==> src/rtl/song_timer.sv <==
// Elapsed mm:ss timer for the seven-segment display stage; presents mm*100+ss with a write strobe.
// Optional count-down mode is enabled by defining SONG_TIMER_COUNTDOWN_EN.
module song_timer #(
    parameter int CLK_HZ          = 100000000,
    parameter int TICK_HZ         = 1,
    parameter int DEBOUNCE_CYCLES = 1000000
) (
    input  logic        clock_100Mhz,
    input  logic        reset_n,
    input  logic        btn_start_stop,
    input  logic        btn_clear,
`ifdef SONG_TIMER_COUNTDOWN_EN
    input  logic [6:0]  preset_min,
    input  logic [5:0]  preset_sec,
    output logic        done,
`endif
    output logic [15:0] displayed_number,
    output logic        we,
    output logic        running,
    output logic        at_max
);

    localparam int DIV = CLK_HZ / TICK_HZ;
    localparam int PW  = (DIV > 1) ? $clog2(DIV) : 1;
    localparam int DW  = (DEBOUNCE_CYCLES > 1) ? $clog2(DEBOUNCE_CYCLES + 1) : 1;
    localparam logic [PW-1:0] PRESC_TC = PW'(DIV - 1);
    localparam logic [DW-1:0] DEB_TC   = DW'(DEBOUNCE_CYCLES - 1);

    typedef enum logic [1:0] {IDLE, RUN, PAUSE, MAXED} state_t;

    // Button conditioning: index 0 = start/stop, index 1 = clear.
    logic [1:0]         btn_raw;
    logic [1:0]         sync1_q, sync1_d, sync2_q, sync2_d;
    logic [1:0]         deb_q, deb_d, press_q, press_d;
    logic [1:0][DW-1:0] cnt_q, cnt_d;

    state_t        state_q, state_d;
    logic [6:0]    min_q, min_d, load_min;
    logic [5:0]    sec_q, sec_d, load_sec;
    logic [PW-1:0] presc_q, presc_d;
    logic [15:0]   disp_q, disp_d;
    logic          we_q, upd;
    logic          running_q, at_max_q;
    logic          first_q;
    logic          tick, start_press, clear_press;
`ifdef SONG_TIMER_COUNTDOWN_EN
    logic          done_q, done_d;
`endif

    assign btn_raw     = {btn_clear, btn_start_stop};
    assign start_press = press_q[0];
    assign clear_press = press_q[1];
    assign tick        = (state_q == RUN) && (presc_q == PRESC_TC);

    // NOTE: every signal written in always_comb gets a default first, so no latch is inferred.
    always_comb begin
        sync1_d = btn_raw;
        sync2_d = sync1_q;
        deb_d   = deb_q;
        press_d = '0;
        cnt_d   = '0;
        for (int i = 0; i < 2; i++) begin
            if (sync2_q[i] != deb_q[i]) begin
                if (cnt_q[i] == DEB_TC) begin
                    deb_d[i]   = sync2_q[i];
                    press_d[i] = sync2_q[i];
                end else begin
                    cnt_d[i] = cnt_q[i] + DW'(1);
                end
            end
        end
    end

`ifdef SONG_TIMER_COUNTDOWN_EN
    assign load_min = (preset_min > 7'd99) ? 7'd99 : preset_min;
    assign load_sec = (preset_sec > 6'd59) ? 6'd59 : preset_sec;
`else
    assign load_min = '0;
    assign load_sec = '0;
`endif

    always_comb begin
        state_d = state_q;
        min_d   = min_q;
        sec_d   = sec_q;
        presc_d = presc_q;
        upd     = 1'b0;
`ifdef SONG_TIMER_COUNTDOWN_EN
        done_d  = 1'b0;
`endif
        if (first_q) begin
            min_d = load_min;
            sec_d = load_sec;
            upd   = 1'b1;
        end else if (clear_press) begin
            // Clear outranks a simultaneous start press or tick.
            state_d = IDLE;
            min_d   = load_min;
            sec_d   = load_sec;
            presc_d = '0;
            upd     = 1'b1;
        end else begin
            unique case (state_q)
                IDLE: begin
                    presc_d = '0;
                    if (start_press) state_d = RUN;
                end
                RUN: begin
                    if (start_press) state_d = PAUSE;
                    if (!tick) begin
                        presc_d = presc_q + PW'(1);
                    end else begin
                        presc_d = '0;
`ifdef SONG_TIMER_COUNTDOWN_EN
                        if (min_q == 7'd0 && sec_q <= 6'd1) begin
                            min_d   = '0;
                            sec_d   = '0;
                            state_d = MAXED;
                            done_d  = 1'b1;
                            upd     = (sec_q != 6'd0);
                        end else begin
                            upd = 1'b1;
                            if (sec_q == 6'd0) begin
                                sec_d = 6'd59;
                                min_d = min_q - 7'd1;
                            end else begin
                                sec_d = sec_q - 6'd1;
                            end
                        end
`else
                        if (min_q == 7'd99 && sec_q == 6'd59) begin
                            state_d = MAXED;
                        end else begin
                            upd = 1'b1;
                            if (sec_q == 6'd59) begin
                                sec_d = '0;
                                min_d = min_q + 7'd1;
                            end else begin
                                sec_d = sec_q + 6'd1;
                            end
                        end
`endif
                    end
                end
                PAUSE: begin
                    if (start_press) state_d = RUN;
                end
                MAXED: begin
                    presc_d = '0;
                end
                default: state_d = IDLE;
            endcase
        end
        disp_d = 16'(min_d) * 16'd100 + 16'(sec_d);
    end

    // NOTE: sequential state uses non-blocking assignments only, so every flop samples pre-edge values.
    always_ff @(posedge clock_100Mhz or negedge reset_n) begin
        if (!reset_n) begin
            sync1_q   <= '0;
            sync2_q   <= '0;
            deb_q     <= '0;
            press_q   <= '0;
            cnt_q     <= '0;
            state_q   <= IDLE;
            min_q     <= '0;
            sec_q     <= '0;
            presc_q   <= '0;
            disp_q    <= '0;
            we_q      <= 1'b0;
            running_q <= 1'b0;
            at_max_q  <= 1'b0;
            first_q   <= 1'b1;
`ifdef SONG_TIMER_COUNTDOWN_EN
            done_q    <= 1'b0;
`endif
        end else begin
            sync1_q   <= sync1_d;
            sync2_q   <= sync2_d;
            deb_q     <= deb_d;
            press_q   <= press_d;
            cnt_q     <= cnt_d;
            state_q   <= state_d;
            min_q     <= min_d;
            sec_q     <= sec_d;
            presc_q   <= presc_d;
            disp_q    <= disp_d;
            we_q      <= upd;
            running_q <= (state_d == RUN);
            at_max_q  <= (state_d == MAXED);
            first_q   <= 1'b0;
`ifdef SONG_TIMER_COUNTDOWN_EN
            done_q    <= done_d;
`endif
        end
    end

    assign displayed_number = disp_q;
    assign we               = we_q;
    assign running          = running_q;
    assign at_max           = at_max_q;
`ifdef SONG_TIMER_COUNTDOWN_EN
    assign done             = done_q;
`endif

endmodule
==> config.mk <==
export PLATFORM = sky130hd
export DESIGN_NAME = song_timer
export DESIGN_NICKNAME = d
export VERILOG_FILES = /design/src/rtl/song_timer.sv
export SDC_FILE = /design/constraint.sdc
export NUM_CORES = 1
export LEC_CHECK = 0
export CORE_MARGIN = 2
export CORE_UTILIZATION = 23
export DETAILED_ROUTE_END_ITERATION = 8
export DONT_BUFFER_PORTS = 1
export MAX_ROUTING_LAYER = met4
export SYNTH_ARGS = -nofsm -noshare
export SYNTH_HDL_FRONTEND = slang
export SYNTH_SLANG_ARGS = --single-unit
==> constraint.sdc <==
create_clock -name clock_100Mhz -period 6.49 [get_ports clock_100Mhz]
set_input_delay 0.9735 -clock clock_100Mhz [delete_from_list [all_inputs] [get_ports clock_100Mhz]]
set_output_delay 0.9735 -clock clock_100Mhz [all_outputs]
set_load 0.01 [all_outputs]
Yosys cells after proc, flatten, opt, wreduce, memory -nomap -nowiden
Index checks and enable logic that the tools add are counted.
Widths: inputs -> output; s select.
{"block": "classes", "reduce_logical": 9, "n_mux": 35, "mul": 1, "n_bitwise": 1, "add_sub_neg": 6, "eq_ne": 12}
{"cell": "$mux 20", "count": 4}
{"cell": "$mux 27", "count": 2}
{"cell": "$pmux 27 s2", "count": 1}
{"cell": "$mux 7", "count": 6}
{"cell": "$add 20x1->20 const B", "count": 2}
{"cell": "$eq 20x20->1 const B", "count": 2}
{"cell": "$mux 6", "count": 6}
{"cell": "$add 27x1->27 const B", "count": 1}
{"cell": "$eq 27x27->1 const B", "count": 1}
{"cell": "$add 14x6->15", "count": 1}
{"cell": "$mul 7x5->12 const B", "count": 1}
{"cell": "$mux 2", "count": 6}
{"cell": "$mux 1", "count": 9}
{"cell": "$add 7x1->7 const B", "count": 1}
{"cell": "$eq 7x7->1 const B", "count": 1}
{"cell": "$add 6x1->6 const B", "count": 1}
{"cell": "$eq 2x2->1 const B", "count": 3}
{"cell": "$eq 6x6->1 const B", "count": 1}
{"cell": "$reduce_and 2->1", "count": 3}
{"cell": "$eq 2x1->1 const B", "count": 2}
{"cell": "$pmux 2 s2", "count": 1}
{"cell": "$reduce_or 2->1", "count": 2}
{"cell": "$reduce_bool 3->1", "count": 1}
{"cell": "$logic_and 1x1->1", "count": 2}
{"cell": "other kinds (3)", "count": 4}
{"block": "word_totals", "inputBits": 4, "reg_bits": 109, "elab_cells": 80, "out_inout_bits": 19}

Logic depth before layout (Yosys ltp)
Gate-level depths: netlist of the first run.
{"block": "logic_depth", "word_depth": 9, "mapped_depth": 19}

Least setup slack after synthesis of the first run
No wires, ideal clock.
{"block": "synth_timing", "path_kind": "flip-flop to flip-flop", "start": "register state_q[1]", "end": "register disp_q[13] (netlist: displayed_number[13])", "required_time_ns": 6.410, "setup_time_ns": 0.080, "arrival_ns": 4.479, "setup_slack_ns": 1.931, "path_stages_with_launch": 20, "cell_sequence": "dfrtp_1 > inv_1 > ha_1 > and2b_2 > nand4_1 > or3_4 > buf_6 > nor2_1 > nand2_1 > a21oi_1 > ha_1 > ha_1 > ha_1 > fa_1 > a211oi_1 > nor2_1 > xor2_1 > nand4_1 > nor3b_1 > xnor2_1"}
{"block": "synth_via", "elab_chain_len": 8, "elab_cells_between_ends": 12, "cone_classes": "1 x add/sub; 1 x mul; 1 x eq/ne; 8 x mux; 1 x reduce/logical"}
{"item": "from (decl)", "line_no": "37", "rtl": "state_t state_q, state_d;"}
{"item": "from (signal assigned)", "line_no": "183", "rtl": "state_q <= state_d;"}
{"item": "$eq 2x1->1 *", "line_no": "53, 103"}
{"item": "$logic_and 1x1->1", "line_no": "53", "rtl": "assign tick = (state_q == RUN) && (presc_q == PRESC_TC);"}
{"item": "$mux 7", "line_no": "110", "rtl": "if (!tick) begin"}
{"item": "$mux 7 *", "line_no": "103", "rtl": "unique case (state_q)"}
{"item": "$mux 7 *", "line_no": "95", "rtl": "end else if (clear_press) begin"}
{"item": "$mux 7 *", "line_no": "91", "rtl": "if (first_q) begin"}
{"item": "via min_d[1]", "line_no": "38", "rtl": "logic [6:0] min_q, min_d, load_min;"}
{"item": "$mul 7x5->12 *", "line_no": "154", "rtl": "disp_d = 16'(min_d) * 16'd100 + 16'(sec_d);"}
{"item": "$add 14x6->15 *", "line_no": "154"}
{"item": "via disp_d[13]", "line_no": "41", "rtl": "logic [15:0] disp_q, disp_d;"}
{"item": "to (signal assigned)", "line_no": "187", "rtl": "disp_q <= disp_d;"}
{"item": "to (decl)", "line_no": "41"}
The timed path passes the listed nets; every way through them passes the cells marked *.
A chain may end at the register's enable or synchronous reset.

Final worst setup path of the first run
{"block": "layout_timing", "start": "register presc_q[19]", "end": "register disp_q[13] (netlist: displayed_number[13])"}
{"block": "layout_via", "elab_chain_len": 8, "elab_cells_between_ends": 12, "cone_classes": "1 x add/sub; 1 x mul; 1 x eq/ne; 8 x mux; 1 x reduce/logical"}
{"item": "from (decl)", "line_no": "40", "rtl": "logic [PW-1:0] presc_q, presc_d;"}
{"item": "from (signal assigned)", "line_no": "186", "rtl": "presc_q <= presc_d;"}
{"item": "$eq 27x27->1", "line_no": "53"}
{"item": "$logic_and 1x1->1", "line_no": "53"}
{"item": "$mux 7", "line_no": "110"}
{"item": "$mux 7", "line_no": "103"}
{"item": "$mux 7", "line_no": "95"}
{"item": "$mux 7", "line_no": "91"}
{"item": "via min_d[1]", "line_no": "38"}
{"item": "$mul 7x5->12", "line_no": "154"}
{"item": "$add 14x6->15", "line_no": "154"}
{"item": "via disp_d[13]", "line_no": "41"}
The timed path passes the listed nets, and every way through them passes these cells.

==> impl_results.html, run 1 <==
<table>
<tr><th>Metric</th><th>Value</th></tr>
<tr><th colspan="2">Detailed routing</th></tr>
<tr><td>Detailed-route wire length</td><td>10.7 mm</td></tr>
<tr><td>Antenna-violating nets left</td><td>0</td></tr>
<tr><td>Drt pass-1 iters</td><td>4</td></tr>
<tr><td>Number of DRC violations after detailed routing</td><td>0</td></tr>
<tr><td>Initial DRC Count</td><td>between 300 and 400</td></tr>
<tr><td>Routed wirelength normalized by instance count</td><td>around 12 um</td></tr>
<tr><td>Number of vias per cell after detailed routing</td><td>4.32</td></tr>
<tr><td>DR vias</td><td>3,919</td></tr>
<tr><th colspan="2">Clock tree</th></tr>
<tr><td>Cell at the root of the clock tree</td><td>clkbuf_16</td></tr>
<tr><td>Post-cts sizing count</td><td>0</td></tr>
<tr><td>Number of sinks driven by the clock tree</td><td>107</td></tr>
<tr><td>Count of hold buffers inserted by post-cts repair</td><td>0</td></tr>
<tr><td>TritonCTS clock tree</td><td>yes</td></tr>
<tr><td>Insertion delay of the later-clocked pin in the worst-skew pair</td><td>360 ps</td></tr>
<tr><td>Reg clk slew, reported paths</td><td>80 ps</td></tr>
<tr><td>Count of buffers added by post-CTS timing repair for setup</td><td>0</td></tr>
<tr><td>Number of buffers inserted during clock tree synthesis</td><td>9</td></tr>
<tr><td>Maximum clock path buffer count</td><td>2</td></tr>
<tr><td>CTS HTree Levels</td><td>3</td></tr>
<tr><th colspan="2">Final layout</th></tr>
<tr><td>Commonest non-fill, non-tap cell in the layout</td><td>dfrtp_1</td></tr>
<tr><td>Top library cells by usage in the layout, fill and taps aside</td><td>106 x dfrtp_1, 97 x nor2_1, 47 x nand2_1, 43 x xnor2_1, 40 x xor2_1</td></tr>
<tr><td>Cell area after layout</td><td>6380 um^2</td></tr>
<tr><td>Layout Utilization</td><td>26.1%</td></tr>
<tr><td>Net count, final</td><td>625</td></tr>
<tr><td>Final antenna diode count</td><td>0</td></tr>
<tr><td>Proportion of layout cells with a drive suffix above 1</td><td>6.16%</td></tr>
<tr><td>Final cell count without fillers</td><td>908</td></tr>
<tr><td>Layout fillers</td><td>2,618</td></tr>
<tr><td>P&amp;R area growth vs syn</td><td>11.0%</td></tr>
<tr><th colspan="2">GRT</th></tr>
<tr><td>Remaining global-route overflow</td><td>0</td></tr>
<tr><td>Wire length of the first global-routing pass</td><td>18.5 mm</td></tr>
<tr><td>Pin count of the biggest net entering global routing</td><td>108</td></tr>
<tr><td>Total Routing Usage GR</td><td>8.85%</td></tr>
<tr><td>Initial antenna violation count</td><td>0</td></tr>
<tr><td>Number of global-route vias before repair</td><td>~3,800</td></tr>
<tr><th colspan="2">STA</th></tr>
<tr><td>Number of max-slew violations in the final report</td><td>0</td></tr>
<tr><td>Worst path setup slack after routing</td><td>1470 ps</td></tr>
<tr><td>Final setup violation count</td><td>0</td></tr>
<tr><td>RSZ-0062 raised after global routing</td><td>false</td></tr>
<tr><td>Final TNS setup</td><td>0 ps</td></tr>
<tr><td>Number of hold-slack violations in the final timing report</td><td>0</td></tr>
<tr><td>Maximum achievable frequency</td><td>between 0.15 and 0.2 GHz</td></tr>
<tr><td>Share of the cycle needed by the critical path after routing</td><td>77.3%</td></tr>
<tr><td>Final worst clock skew</td><td>just over 7 ps</td></tr>
<tr><td>Relative slew margins</td><td>39.1%</td></tr>
<tr><td>Min Tclk post-route</td><td>5020 ps</td></tr>
<tr><td>Slew at the pin closest to its max-slew limit</td><td>911 ps</td></tr>
<tr><th colspan="2">Logic synthesis</th></tr>
<tr><td>Primary flip-flop cell chosen by synthesis mapping</td><td>dfrtp_1</td></tr>
<tr><td>Total of warnings raised by yosys</td><td>0</td></tr>
<tr><td>Share of synthesized cell area in full adder, half adder and majority cells</td><td>9.54%</td></tr>
<tr><td>Post-Syn Instances</td><td>578</td></tr>
<tr><td>Register bit total from synthesis</td><td>107</td></tr>
<tr><td>Post-synthesis compound-gate area fraction</td><td>4.83%</td></tr>
<tr><td>Cell area after synthesis</td><td>5750 um^2</td></tr>
<tr><td>Post-synthesis simple-gate area fraction</td><td>about a quarter</td></tr>
<tr><td>Post-synth cell types</td><td>53</td></tr>
<tr><td>EDFF count, synth</td><td>0</td></tr>
<tr><td>Sequential share of the synthesized area</td><td>between 40% and 50%</td></tr>
<tr><td>Xor/xnor cell area share of the yosys netlist</td><td>12.6%</td></tr>
<tr><td>Async set or reset register ratio after synthesis</td><td>between 90% and 100%</td></tr>
<tr><td>Fraction of synthesized area in multiplexers</td><td>0.392%</td></tr>
<tr><td>Dominant combinational cell family by area after synthesis</td><td>simple AND/OR/NAND/NOR gates</td></tr>
<tr><td>Mean instance size in the synthesized netlist</td><td>9.94 um^2</td></tr>
<tr><th colspan="2">Placement</th></tr>
<tr><td>Cell Area, Placed</td><td>between 6000 and 7000 um^2</td></tr>
<tr><td>IO Port Bufs</td><td>0</td></tr>
<tr><td>Final GP Congestion</td><td>~0.8</td></tr>
<tr><td>Post-DP HPWL</td><td>approximately 7.4 mm</td></tr>
<tr><td>Cells after DPL</td><td>892</td></tr>
<tr><td>Setup Slack @ Placement</td><td>about 1500 ps</td></tr>
<tr><th colspan="2">Worst hold path</th></tr>
<tr><td>Type of the most critical hold path</td><td>input port to asynchronous set/reset pin</td></tr>
<tr><th colspan="2">Worst setup path</th></tr>
<tr><td>Maximum net fanout on the critical path</td><td>11</td></tr>
<tr><td>Crit path kind</td><td>register to register</td></tr>
<tr><td>Crit start category</td><td>register</td></tr>
<tr><td>Data required time of the worst path</td><td>6780 ps</td></tr>
<tr><td>Worst-case reg-to-reg path depth</td><td>16</td></tr>
<tr><td>Arr. time, crit path</td><td>5310 ps</td></tr>
<tr><td>Sort of element at the end of the critical path</td><td>register</td></tr>
<tr><th colspan="2">Die</th></tr>
<tr><td>Die X-Extent</td><td>162 um</td></tr>
<tr><td>Starting Density</td><td>a little under a quarter</td></tr>
<tr><td>Std cell rows</td><td>57</td></tr>
<tr><td>Core area</td><td>24,400 um^2</td></tr>
<tr><td>Die ar.</td><td>26,300 um^2</td></tr>
<tr><td>Floorplan die height</td><td>162 um</td></tr>
<tr><td>Number of ports placed on the die boundary</td><td>23</td></tr>
<tr><th colspan="2">Pwr</th></tr>
<tr><td>IR Drop Worst-Case VDD</td><td>0.157 mV</td></tr>
<tr><td>Lkg Pwr</td><td>2.83 nW</td></tr>
<tr><td>Power density normalized to cell area</td><td>194 nW/um^2</td></tr>
<tr><th colspan="2">Outcome</th></tr>
<tr><td>Result of the run</td><td>completed</td></tr>
<tr><th colspan="2">Run</th></tr>
<tr><td>Number of maximum-capacitance violations</td><td>0</td></tr>
</table>
-- where the power goes --
| part | switching [mW] | leakage (nW) | total, mW | internal [mW] |
|---|---|---|---|---|
| registers | 0.00502 | 1.48 | 0.676 | 0.671 |
| logic | 0.0118 | 1.21 | 0.0166 | 0.00476 |
| clock network | 0.275 | 0.146 | 0.548 | 0.273 |
| total | 0.291 | 2.83 | 1.24 | 0.949 |
-- per-layer routing --
metal	vias up	global-route usage [%]	share of wire [%]
met1	1879	12.2	50
met5	-	-	0
met3	11	2.37	4.1
li1	1981	-	-
met2	48	12.8	45
met4	0	2.45	1.2
-- flip-flops by register name, summed over array words and instances, names as in the netlist --
register          flops
press_q               2
state_q               2
sync1_q               2
sync2_q               2
first_q               1
deb_q                 2
displayed_number     15
min_q                 7
cnt_q                40
presc_q              27
sec_q                 4
running               1
at_max                1
we                    1
-- worst max-delay path, cell delays in order (launching register included) --
cell,delay (ps)
dfrtp_1,410
nor4bb_1,470
nand4_1,230
or3_4,440
nor2_1,230
nand2_1,80
a21oi_1,380
ha_1,330
ha_1,290
ha_1,320
fa_1,460
a211oi_1,320
nor2_1,100
xor2_1,250
nand4_1,190
nor3b_1,310
xnor2_1,150
-- final cells by class --
cell class	instances	area [um^2]	share of cell area [%]
inverter	12	45.0	0.706
clock buffer	9	225	3.53
multi-input combinational	448	2950	46.2
clock inverter	7	68.8	1.08
tap	324	405	6.36
timing repair buffer	1	7.51	0.118
sequential	107	2680	42.0
-- worst paths after layout --
kind | start | to | slack, ps
max in group asynchronous | reset_n | first_q$_DFF_PN1_ | 5930
hold / removal | reset_n | displayed_number[2]$_DFF_PN0_ | 300
hold reg to reg | sync1_q[0]$_DFF_PN0_ | sync2_q[0]$_DFF_PN0_ | 360
setup / recovery | presc_q[19]$_DFFE_PN0P_ | displayed_number[13]$_DFF_PN0_ | 1470
min in group clock_100Mhz | sync1_q[0]$_DFF_PN0_ | sync2_q[0]$_DFF_PN0_ | 360
setup reg to reg | presc_q[19]$_DFFE_PN0P_ | displayed_number[13]$_DFF_PN0_ | 1470
-- cells by family after synthesis --
family	Yosys count
AO/OA/AOI/OAI	47
XOR/XNOR	83
adder cells (fa/ha/maj)	42
buffers and inverters	24
flip-flops	107
multiplexers	2
other	1
AND/OR/NAND/NOR	272
-- synthesized netlist by cell type (2+ instances only) --
cell      count  area (um^2)
dfrtp_1     106         2650
nor2_1       97          364
nand2_1      47          176
xnor2_1      43          377
xor2_1       40          350
ha_1         39          488
nand3_1      38          190
a21oi_1      18         90.1
nand4_1      14         87.6
nor3_1       13         65.1
and3_1       12         75.1
inv_1        12         45.0
o21ai_0      12         60.1
nor4_1        8         50.1
a21o_1        6         45.0
and3_2        5         37.5
nor2b_1       5         31.3
nor3b_1       5         37.5
and4_1        3         26.3
buf_2         3         15.0
buf_4         3         22.5
clkbuf_1      3         11.3
fa_1          3         60.1
o31ai_1       3         22.5
or3_1         3         18.8
and2_1        2         12.5
and2_2        2         15.0
buf_6         2         22.5
mux2_2        2         22.5
nand3b_1      2         15.0
nor4bb_1      2         20.0
o211ai_1      2         15.0
or2_2         2         12.5
or4_1         2         15.0
-- stage by stage --
stage,total power [mW],hold WS (ps)
final,1.24,304
after global routing,1.29,289
after CTS,1.26,293
after detailed placement,0.707,347
after global placement,0.707,341
after floorplan,0.703,331
Note: power is estimated with default switching activity, not from simulation.
==> run 2, diff against run 1 <==
Clock period 6.49 ns to 4 ns, I/O delays scaled along.
==> run 2 against run 1 <==
  * Critical endpoint unchanged
  * Non-clock buffer count increased by 77
  * Highest routed layer unchanged
  * Total power up 71%
  * Critical path type unchanged
  * The flow now finishes with violations (negative setup slack)
  * Core utilization is 3.6 points higher
  * Hold slack worse by 220 ps
  * Sequential power up 63%
  * Largest cell class unchanged
  * Fmax increased by 20%
==> impl_results.html, run 2 (synthesis gave the netlist of run 1 again) <==
<table>
<tr><th>Metric</th><th>Value</th></tr>
<tr><th colspan="2">Worst setup path</th></tr>
<tr><td>Cells along the critical path</td><td>inv_2 -&gt; ha_2 -&gt; and2b_2 -&gt; nand4_1 -&gt; or3_4 -&gt; nor3_4 -&gt; xnor2_2 -&gt; nor2_2 -&gt; ha_1 -&gt; ha_1 -&gt; fa_1 -&gt; ha_4 -&gt; nand3_2 -&gt; o2111ai_2 -&gt; xor2_1 -&gt; nand4_1 -&gt; nor3b_2 -&gt; xnor2_1</td></tr>
<tr><td>Crit path kind</td><td>register to register</td></tr>
<tr><td>Data required time of the worst path</td><td>4280 ps</td></tr>
<tr><td>Sort of element at the end of the critical path</td><td>register</td></tr>
<tr><td>Maximum net fanout on the critical path</td><td>6</td></tr>
<tr><td>Start point of the critical path</td><td>state_q[1]$_DFF_PN0_</td></tr>
<tr><td>Arr. time, crit path</td><td>4450 ps</td></tr>
<tr><td>Reg-to-Reg Start</td><td>state_q[1]$_DFF_PN0_</td></tr>
<tr><td>Crit start category</td><td>register</td></tr>
<tr><td>Slack of the worst reg-to-reg path</td><td>-170 ps</td></tr>
<tr><td>Slowest-stage cell, CP</td><td>fa_1</td></tr>
<tr><td>Peak per-stage delay on the critical path</td><td>480 ps</td></tr>
<tr><th colspan="2">STA</th></tr>
<tr><td>Relative slew margins</td><td>56.1%</td></tr>
<tr><td>Min Tclk post-route</td><td>around 4200 ps</td></tr>
<tr><td>Worst path setup slack after routing</td><td>-166 ps</td></tr>
<tr><td>Number of max-slew violations in the final report</td><td>0</td></tr>
<tr><td>Final worst clock skew</td><td>15.5 ps</td></tr>
<tr><td>Final TNS setup</td><td>-510 ps</td></tr>
<tr><td>Maximum achievable frequency</td><td>0.240 GHz</td></tr>
<tr><td>Number of hold-slack violations in the final timing report</td><td>0</td></tr>
<tr><td>Share of the cycle needed by the critical path after routing</td><td>104%</td></tr>
<tr><td>Slew at the pin closest to its max-slew limit</td><td>654 ps</td></tr>
<tr><td>RSZ-0062 raised after global routing</td><td>true</td></tr>
<tr><td>Final setup violation count</td><td>5</td></tr>
<tr><th colspan="2">Final layout</th></tr>
<tr><td>Net count, final</td><td>702</td></tr>
<tr><td>P&amp;R area growth vs syn</td><td>26.1%</td></tr>
<tr><td>Commonest non-fill, non-tap cell in the layout</td><td>dfrtp_1</td></tr>
<tr><td>Final antenna diode count</td><td>0</td></tr>
<tr><td>Area taken by multi-input logic gates</td><td>3190 um^2</td></tr>
<tr><td>Proportion of layout cells with a drive suffix above 1</td><td>between 20% and 30%</td></tr>
<tr><td>FF/Latch Area</td><td>2680 um^2</td></tr>
<tr><td>Flip-flop count of the largest register after layout</td><td>40</td></tr>
<tr><td>Cell area after layout</td><td>7250 um^2</td></tr>
<tr><td>Final cell count without fillers</td><td>985</td></tr>
<tr><td>Layout fillers</td><td>between 2,000 and 3,000</td></tr>
<tr><td>Register name with the most flops</td><td>cnt_q</td></tr>
<tr><td>Top library cells by usage in the layout, fill and taps aside</td><td>106 x dfrtp_1, 91 x nor2_1, 76 x buf_4, 47 x nand2_1, 40 x xor2_1</td></tr>
<tr><th colspan="2">GRT</th></tr>
<tr><td>Pin count of the biggest net entering global routing</td><td>107</td></tr>
<tr><td>Initial antenna violation count</td><td>0</td></tr>
<tr><td>Number of global-route vias before repair</td><td>4,193</td></tr>
<tr><td>Remaining global-route overflow</td><td>0</td></tr>
<tr><td>Total Routing Usage GR</td><td>9.73%</td></tr>
<tr><td>Wire length of the first global-routing pass</td><td>around 20 mm</td></tr>
<tr><th colspan="2">Die</th></tr>
<tr><td>Die X-Extent</td><td>162 um</td></tr>
<tr><td>Core area</td><td>approximately 24,000 um^2</td></tr>
<tr><td>Std cell rows</td><td>57</td></tr>
<tr><td>Starting Density</td><td>23.6%</td></tr>
<tr><td>Floorplan die height</td><td>162 um</td></tr>
<tr><td>Number of ports placed on the die boundary</td><td>23</td></tr>
<tr><td>Die ar.</td><td>between 20,000 and 30,000 um^2</td></tr>
<tr><th colspan="2">Placement</th></tr>
<tr><td>Post-DP HPWL</td><td>roughly 8.0 mm</td></tr>
<tr><td>Final GP Congestion</td><td>0.758</td></tr>
<tr><td>Cell Area, Placed</td><td>6720 um^2</td></tr>
<tr><td>Cells after DPL</td><td>960</td></tr>
<tr><td>IO Port Bufs</td><td>0</td></tr>
<tr><th colspan="2">Detailed routing</th></tr>
<tr><td>DR vias</td><td>about 4,200</td></tr>
<tr><td>Detailed-route wire length</td><td>11.8 mm</td></tr>
<tr><td>Drt pass-1 iters</td><td>4</td></tr>
<tr><td>Routed wirelength normalized by instance count</td><td>around 12 um</td></tr>
<tr><td>Initial DRC Count</td><td>173</td></tr>
<tr><td>Number of DRC violations after detailed routing</td><td>0</td></tr>
<tr><td>Number of vias per cell after detailed routing</td><td>around 4.3</td></tr>
<tr><td>Antenna-violating nets left</td><td>0</td></tr>
<tr><th colspan="2">Outcome</th></tr>
<tr><td>Result of the run</td><td>finished, violations left</td></tr>
<tr><td>Violated checks</td><td>negative setup slack</td></tr>
<tr><th colspan="2">Run</th></tr>
<tr><td>Number of maximum-capacitance violations</td><td>0</td></tr>
<tr><th colspan="2">Clock tree</th></tr>
<tr><td>Maximum clock path buffer count</td><td>2</td></tr>
<tr><td>Reg clk slew, reported paths</td><td>80 ps</td></tr>
<tr><td>Number of buffers inserted during clock tree synthesis</td><td>9</td></tr>
<tr><td>Cell at the root of the clock tree</td><td>clkbuf_16</td></tr>
<tr><td>Number of sinks driven by the clock tree</td><td>107</td></tr>
<tr><td>CTS HTree Levels</td><td>3</td></tr>
<tr><td>Insertion delay of the later-clocked pin in the worst-skew pair</td><td>360 ps</td></tr>
<tr><td>TritonCTS clock tree</td><td>yes</td></tr>
<tr><th colspan="2">Worst hold path</th></tr>
<tr><td>Type of the most critical hold path</td><td>input port to asynchronous set/reset pin</td></tr>
<tr><th colspan="2">Pwr</th></tr>
<tr><td>Lkg Pwr</td><td>roughly 3.3 nW</td></tr>
<tr><td>Power density normalized to cell area</td><td>roughly 290 nW/um^2</td></tr>
<tr><td>IR Drop Worst-Case VDD</td><td>0.223 mV</td></tr>
</table>
-- run 2: cell types whose count changed in the layout (fill, tap and decap cells not counted), sizes merged --
cell and delta:
clkinvlp +1, bufinv +2, inv -3, buf +77
-- run 2: per-layer routing --
layer  up-vias  GRT usage [%]  part of all wire, %
met5         -              -                    0
met4         0           4.06                  1.8
met3        13           2.35                  3.6
met2        45           14.6                   45
met1      2006           12.5                   50
li1       2141              -                    -
-- run 2: report_power, final --
group	internal [mW]	switching, mW
Sequential	1.09	0.00833
Clock	0.553	0.417
Combinational	0.0106	0.0400
-- run 2: worst max-delay path, delay by kind of cell (launching register included) --
kind / cells / cell delay (ps)
AOI/OAI and AO/OA: 1 / 180
xor gates and xnor gates: 3 / 510
adders and majority gates: 5 / 1530
buffers and inverters: 1 / 60
DFF: 1 / 400
and+or+nand+nor: 8 / 1420
-- run 2: final cells by class --
type                    count  area share (%)
multi-input cells         448            44.0
clock buffers               9            3.11
well taps                 324            5.59
inverters                  12           0.622
clock inverters             7            1.35
repair buffers             78            8.41
flip-flops and latches    107            37.0
-- run 2: path summary, 6_finish.rpt --
| kind | end | cells after the start |
|---|---|---|
| min in group clock_100Mhz | sync1_q[1]$_DFF_PN0_ | 0 |
| max | displayed_number[13]$_DFF_PN0_ | 18 |
| min | first_q$_DFF_PN1_ | 0 |
| max in group asynchronous | cnt_q[34]$_DFF_PN0_ | 1 |
| min reg2reg | sync2_q[0]$_DFF_PN0_ | 0 |
| max reg2reg | displayed_number[13]$_DFF_PN0_ | 18 |
-- run 2: repair_timing --
item	CTS	global route
gates cloned	0	0
endpoints found under the setup margin	6	6
endpoints found under the hold margin	106	0
pin swaps	14	7
setup buffers	7	2
gates resized for setup	10	12
hold buffers	1	0
-- run 2: per-stage QoR --
step / power [mW] / utilization, % / hold slack (ps) / worst slack [ps]
after floorplan: 1.14 / - / 304 / -232
after global placement: 1.15 / 27.5 / 311 / -133
after detailed placement: 1.15 / 27.5 / 311 / -312
after CTS: 2.16 / 29.4 / 63.3 / -163
after global routing: 2.20 / 29.7 / 61.1 / -402
final: 2.12 / 29.7 / 79.6 / -166
==> run 3, diff against run 2 <==
Settings changed: CTS_CLUSTER_DIAMETER set to 150.
==> results of run 3 <==
No change in the layout: final DEF, timing and power equal those of run 2.
